$ cat config.mk
export PLATFORM = sky130hd
export DESIGN_NAME = rv32i_id_decode
export DESIGN_NICKNAME = d
export VERILOG_FILES = /design/src/rtl/rv32i_id_decode.sv
export SDC_FILE = /design/constraint.sdc
export NUM_CORES = 2
export LEC_CHECK = 0
export ABC_AREA = 1
export CAP_MARGIN = 20
export CORE_ASPECT_RATIO = 1.75
export CORE_MARGIN = 2
export CORE_UTILIZATION = 45
export DETAILED_ROUTE_END_ITERATION = 10
export SETUP_SLACK_MARGIN = 0.3
export SYNTH_ARGS = -nofsm -noshare
export SYNTH_HDL_FRONTEND = slang
export SYNTH_SLANG_ARGS = --single-unit
$ cat constraint.sdc
create_clock -name clk -period 49.4 [get_ports clk]
set_clock_uncertainty 0.15 [all_clocks]
set_input_delay 4.94 -clock clk [delete_from_list [all_inputs] [get_ports clk]]
set_output_delay 4.94 -clock clk [all_outputs]
set_load 0.02 [all_outputs]
$ cat src/rtl/rv32i_id_decode.sv
// RV32I instruction-decode stage.
// Holds the 32x32 register file (x0 hard-wired to zero) with a write-first
// bypass from write-back, decodes the immediate format, rd write-enable and
// illegal-instruction flag, and registers everything for EX with a fixed
// one-cycle latency and no stall.
module rv32i_id_decode #(
    parameter logic [31:0] NOP_IW = 32'h0000_0013
) (
    input  logic        clk,
    input  logic        reset,
    input  logic [31:0] iw_in,
    input  logic [31:0] pc_in,
    input  logic        wb_enable,
    input  logic [4:0]  wb_reg,
    input  logic [31:0] wb_data,
    output logic [31:0] pc_out,
    output logic [31:0] iw_out,
    output logic [31:0] rs1_data_out,
    output logic [31:0] rs2_data_out,
    output logic [31:0] imm_out,
    output logic [4:0]  rd_out,
    output logic        wb_enable_out,
    output logic        illegal_out
);

    localparam logic [6:0] OP_LUI    = 7'b0110111;
    localparam logic [6:0] OP_AUIPC  = 7'b0010111;
    localparam logic [6:0] OP_JAL    = 7'b1101111;
    localparam logic [6:0] OP_JALR   = 7'b1100111;
    localparam logic [6:0] OP_BRANCH = 7'b1100011;
    localparam logic [6:0] OP_LOAD   = 7'b0000011;
    localparam logic [6:0] OP_STORE  = 7'b0100011;
    localparam logic [6:0] OP_IMM    = 7'b0010011;
    localparam logic [6:0] OP_REG    = 7'b0110011;
    localparam logic [6:0] OP_SYSTEM = 7'b1110011;

    typedef enum logic [2:0] {
        FMT_R,
        FMT_I,
        FMT_S,
        FMT_B,
        FMT_U,
        FMT_J,
        FMT_ILL
    } imm_fmt_t;

    logic [31:0] regs [32];

    logic [6:0]  opcode;
    logic [4:0]  rs1_idx;
    logic [4:0]  rs2_idx;
    logic [4:0]  rd_idx;
    imm_fmt_t    fmt;
    logic        no_rd_write;
    logic [31:0] imm_next;
    logic        wb_en_next;
    logic [31:0] rs1_val;
    logic [31:0] rs2_val;

    assign opcode  = iw_in[6:0];
    assign rs1_idx = iw_in[19:15];
    assign rs2_idx = iw_in[24:20];
    assign rd_idx  = iw_in[11:7];

    // Register file write port; reset wipes every entry, x0 is never written.
    // NOTE: the register file needs an asynchronous clear, so it is built from
    // flops rather than a RAM macro, which cannot be reset in one step.
    always_ff @(posedge clk or posedge reset) begin
        if (reset) begin
            for (int i = 0; i < 32; i++) begin
                regs[i] <= '0;
            end
        end else if (wb_enable && wb_reg != 5'd0) begin
            // NOTE: state is updated with non-blocking assignments so every
            // flop samples pre-edge values regardless of statement order.
            regs[wb_reg] <= wb_data;
        end
    end

    // Operand read with write-first bypass from the same-cycle write-back.
    always_comb begin
        // NOTE: every combinational output gets a default first so no path
        // leaves it unassigned and infers a latch.
        rs1_val = '0;
        rs2_val = '0;
        if (rs1_idx != 5'd0) begin
            rs1_val = (wb_enable && wb_reg == rs1_idx) ? wb_data : regs[rs1_idx];
        end
        if (rs2_idx != 5'd0) begin
            rs2_val = (wb_enable && wb_reg == rs2_idx) ? wb_data : regs[rs2_idx];
        end
    end

    // Opcode to immediate format, and whether the opcode never writes rd.
    always_comb begin
        fmt         = FMT_ILL;
        no_rd_write = 1'b0;
        unique case (opcode)
            OP_IMM, OP_LOAD, OP_JALR: fmt = FMT_I;
            OP_SYSTEM: begin
                fmt         = FMT_I;
                no_rd_write = 1'b1;
            end
            OP_STORE: begin
                fmt         = FMT_S;
                no_rd_write = 1'b1;
            end
            OP_BRANCH: begin
                fmt         = FMT_B;
                no_rd_write = 1'b1;
            end
            OP_LUI, OP_AUIPC: fmt = FMT_U;
            OP_JAL:           fmt = FMT_J;
            OP_REG:           fmt = FMT_R;
            default:          fmt = FMT_ILL;
        endcase
    end

    // Immediate assembly and rd write-enable from the decoded format.
    always_comb begin
        imm_next = '0;
        unique case (fmt)
            FMT_I: imm_next = {{20{iw_in[31]}}, iw_in[31:20]};
            FMT_S: imm_next = {{20{iw_in[31]}}, iw_in[31:25], iw_in[11:7]};
            FMT_B: imm_next = {{19{iw_in[31]}}, iw_in[31], iw_in[7],
                               iw_in[30:25], iw_in[11:8], 1'b0};
            FMT_U: imm_next = {iw_in[31:12], 12'b0};
            FMT_J: imm_next = {{11{iw_in[31]}}, iw_in[31], iw_in[19:12],
                               iw_in[20], iw_in[30:21], 1'b0};
            default: imm_next = '0;
        endcase
        wb_en_next = (fmt != FMT_ILL) && !no_rd_write && (rd_idx != 5'd0);
    end

    // ID/EX pipeline register; a new instruction is captured every cycle.
    always_ff @(posedge clk or posedge reset) begin
        if (reset) begin
            pc_out        <= '0;
            iw_out        <= NOP_IW;
            rs1_data_out  <= '0;
            rs2_data_out  <= '0;
            imm_out       <= '0;
            rd_out        <= '0;
            wb_enable_out <= 1'b0;
            illegal_out   <= 1'b0;
        end else begin
            pc_out        <= pc_in;
            iw_out        <= iw_in;
            rs1_data_out  <= rs1_val;
            rs2_data_out  <= rs2_val;
            imm_out       <= imm_next;
            rd_out        <= rd_idx;
            wb_enable_out <= wb_en_next;
            illegal_out   <= (fmt == FMT_ILL);
        end
    end

endmodule

==> results.cfg <==
[placed_design]
port_buffers = 270
dp_slack_ns = 40.19
place_congestion = 0.917
dpl.hpwl_um = 152000

[synthesis]
ys_warn_count = 0
yosysTopAreaCell = dfrtp_1
synth_fp_nets = 8745
synth.avg_cell_area_um2 = 7.24
synth_edf_count = 0
yosysUniqueCellTypes = 33
synth-seq-area-share_pct = 47.4
synthCells = 8641
synth_top_area_share_pct = 47.3
yosysMostFrequentCell = nand2_1
yosys-top-cells-count = nand2_1 (2694), o21ai_0 (1348), dfrtp_1 (1183)
syn_area_um2 = 62600
synth_ff_type = dfrtp_1
synth_area_leaders = dfrtp_1 (47%), nand2_1 (16%), o21ai_0 (11%), nand3_1 (7.0%), inv_1 (4.1%)
synth-seq-cells = 1186
synthArstFlopShare_pct = 100

[critical_path]
rr_endpoint = rs2_data_out[25]
arrival_ns = 9.07
cp_max_fo = 54
reg2reg_setup_slack_ns = 47.45
end_kind = register
critPathLaunchType = primary input
crit_required_ns = 49.91
critical_path_class = primary input to register
reg2reg_depth = 8
r2r_start = regs[697]

[grt]
overflow = 0
grt_pass1_wl_um = 387000
grt_antenna_before_repair = 25
grt_pass1_vias = 57700
grtUsageTotal_pct = 36.6
grt_max_degree = 200

[die]
die_h_um = 497
initial_core_util_pct = 45.2
die-area_um2 = 142000
coreArea_um2 = 139000
std_cell_rows = 181
dieWidth_um = 286
ios = 271

[cts]
clock_sinks = 1186
ctsRootBufferMaster = clkbuf_16
max-clock-path-buffers = 3
worstSkewPairLatency_ns = 0.78
post_cts_resize_count = 0
hold_buffers = 0
tritoncts = done
cts.htree.levels = 3
post-cts-setup-buffers = 0
clkSlewWorstSetupHoldPaths_ns = 0.07
cts_made_buffers = 116

[layout]
area_delta_synth_final_pct = 11.5
nNetsFinal = 8523
drive_gt1_share_pct = 4.94

[power_and_ir_drop]
peakVddDrop_v = 0.0000324
p_leak_uw = 0.0328
p_per_area_nw_per_um2 = 39.6

[sta]
slew_viol_final = 0
slew_headroom_pct = 7.54
rsz0062_at_grt = false
hold_violations = 0
fin_crit_sh_pct = 17.3
fin_tns_setup_ns = 0
final-setup-viol-count = 0
worstMarginPinSlew_ns = 1.39
layout_min_cycle_time_ns = 8.57
clock.fmax_ghz = 0.117
fin_ws_ns = 40.83

[routing]
firstDrtPassIters = 7
drt-initial-drc-count = 7851
route.vias.total = 61500
post_drt_via_cell_ratio = 5.94
remaining_drc_errors = 0
drt-total-wl_um = 264000
ant_nets = 0
wl_per_cell_um = 25.5

[min_path]
timing.hold.worst_endpoint = regs[1014]
hp-class = register to register
hold_depth = 0
min_from = regs[1014]

[run]
drv_cap = 0

[status]
status = complete, no violations
how the worst max path moves through the flow:
stage              start                to  slack (ns)  depth (start not counted)
6_report       iw_in[17]  rs1_data_out[20]       40.83                         11
5_1_grt            reset         regs[616]       40.61                          5
4_1_cts            reset         regs[616]       41.02                          5
3_5_place_dp       reset         regs[200]       40.19                          5
3_3_place_gp       reset         regs[660]       40.24                          5
2_1_floorplan      reset       illegal_out       10.91                          1
metal layers:
layer	share of wire, %	up-vias	track usage [%]
li1	-	27600	-
met1	37	29400	45.4
met2	45	3703	57.4
met3	11	900	8.13
met4	7.4	18	23.9
met5	0.046	-	0
sequential cells by signal, indices dropped and copies added, names as in the netlist:
| name | count |
|---|---|
| regs | 1024 |
| imm_out | 32 |
| pc_out | 32 |
| rs1_data_out | 32 |
| rs2_data_out | 32 |
| iw_out | 28 |
| rd_out | 4 |
| illegal_out | 1 |
| wb_enable_out | 1 |
report_power, final:
part | leakage [uW] | switching, uW | internal [uW]
clock network | 0.00196 | 427 | 535
registers | 0.0150 | 119 | 1140
logic | 0.0159 | 357 | 187
total | 0.0328 | 903 | 1860
critical path, cell delays in order:
cell and delay (ns):
buf_6 0.45, buf_4 0.64, clkinv_1 0.14, buf_4 0.40, o21ai_0 0.28, nor2_1 0.09, nand3_2 0.07, buf_4 0.76
inv_1 0.79, nor2_1 0.30, nor2_1 0.06
placed cells by master (no fill, tap or decap), types with 5 or more instances in the layout:
cell	instances
a21oi_1	279
clkinv_2	25
clkdlybuf4s50_1	263
nand2_4	13
clkbuf_16	117
buf_4	106
diode_2	12
o21ai_0	1348
inv_1	682
nand4_1	6
clkinvlp_4	13
dfrtp_1	1183
or2_2	32
nor2_1	399
inv_6	6
nor3_2	10
inv_8	5
nand2_2	13
o21ai_1	30
clkbuf_8	19
clkbuf_1	19
nor2_4	11
nand3_1	872
buf_12	7
o22ai_1	13
nand2_1	2688
inv_2	8
bufinv_16	13
o211ai_1	303
per-stage QoR:
stage / cell area [um2] / hold WS [ns] / utilization, % / cells / power [uW]
after floorplan: 62600 / 0.279 / - / 8641 / 1610
after global placement: 65700 / 0.215 / 47.4 / 10100 / 1790
after detailed placement: 65800 / 0.218 / 47.4 / 10100 / 1810
after CTS: 69800 / 0.232 / 50.4 / 10300 / 2760
after global routing: 69800 / 0.236 / 50.4 / 10400 / 2890
final: 69800 / 0.227 / 50.4 / 10400 / 2760
area by class of cell:
class	instances	area, um2
Multi-Input combinational cell	6032	27400
Clock inverter	63	769
Inverter	699	2660
Sequential cell	1186	29700
Antenna cell	12	30.0
Clock buffer	155	3260
Tap cell	1830	2290
Fill cell	13700	68800
Timing Repair Buffer	384	3680
cell families after synthesis:
kind of cell	Yosys count	synth area share (%)
buf+inv	1423	8.99
mux	1	0.0160
flops	1186	47.4
simple gates	4052	26.5
xor+xnor	1	0.0140
compound gates	1978	17.1
(Power assumes the default switching activity.)
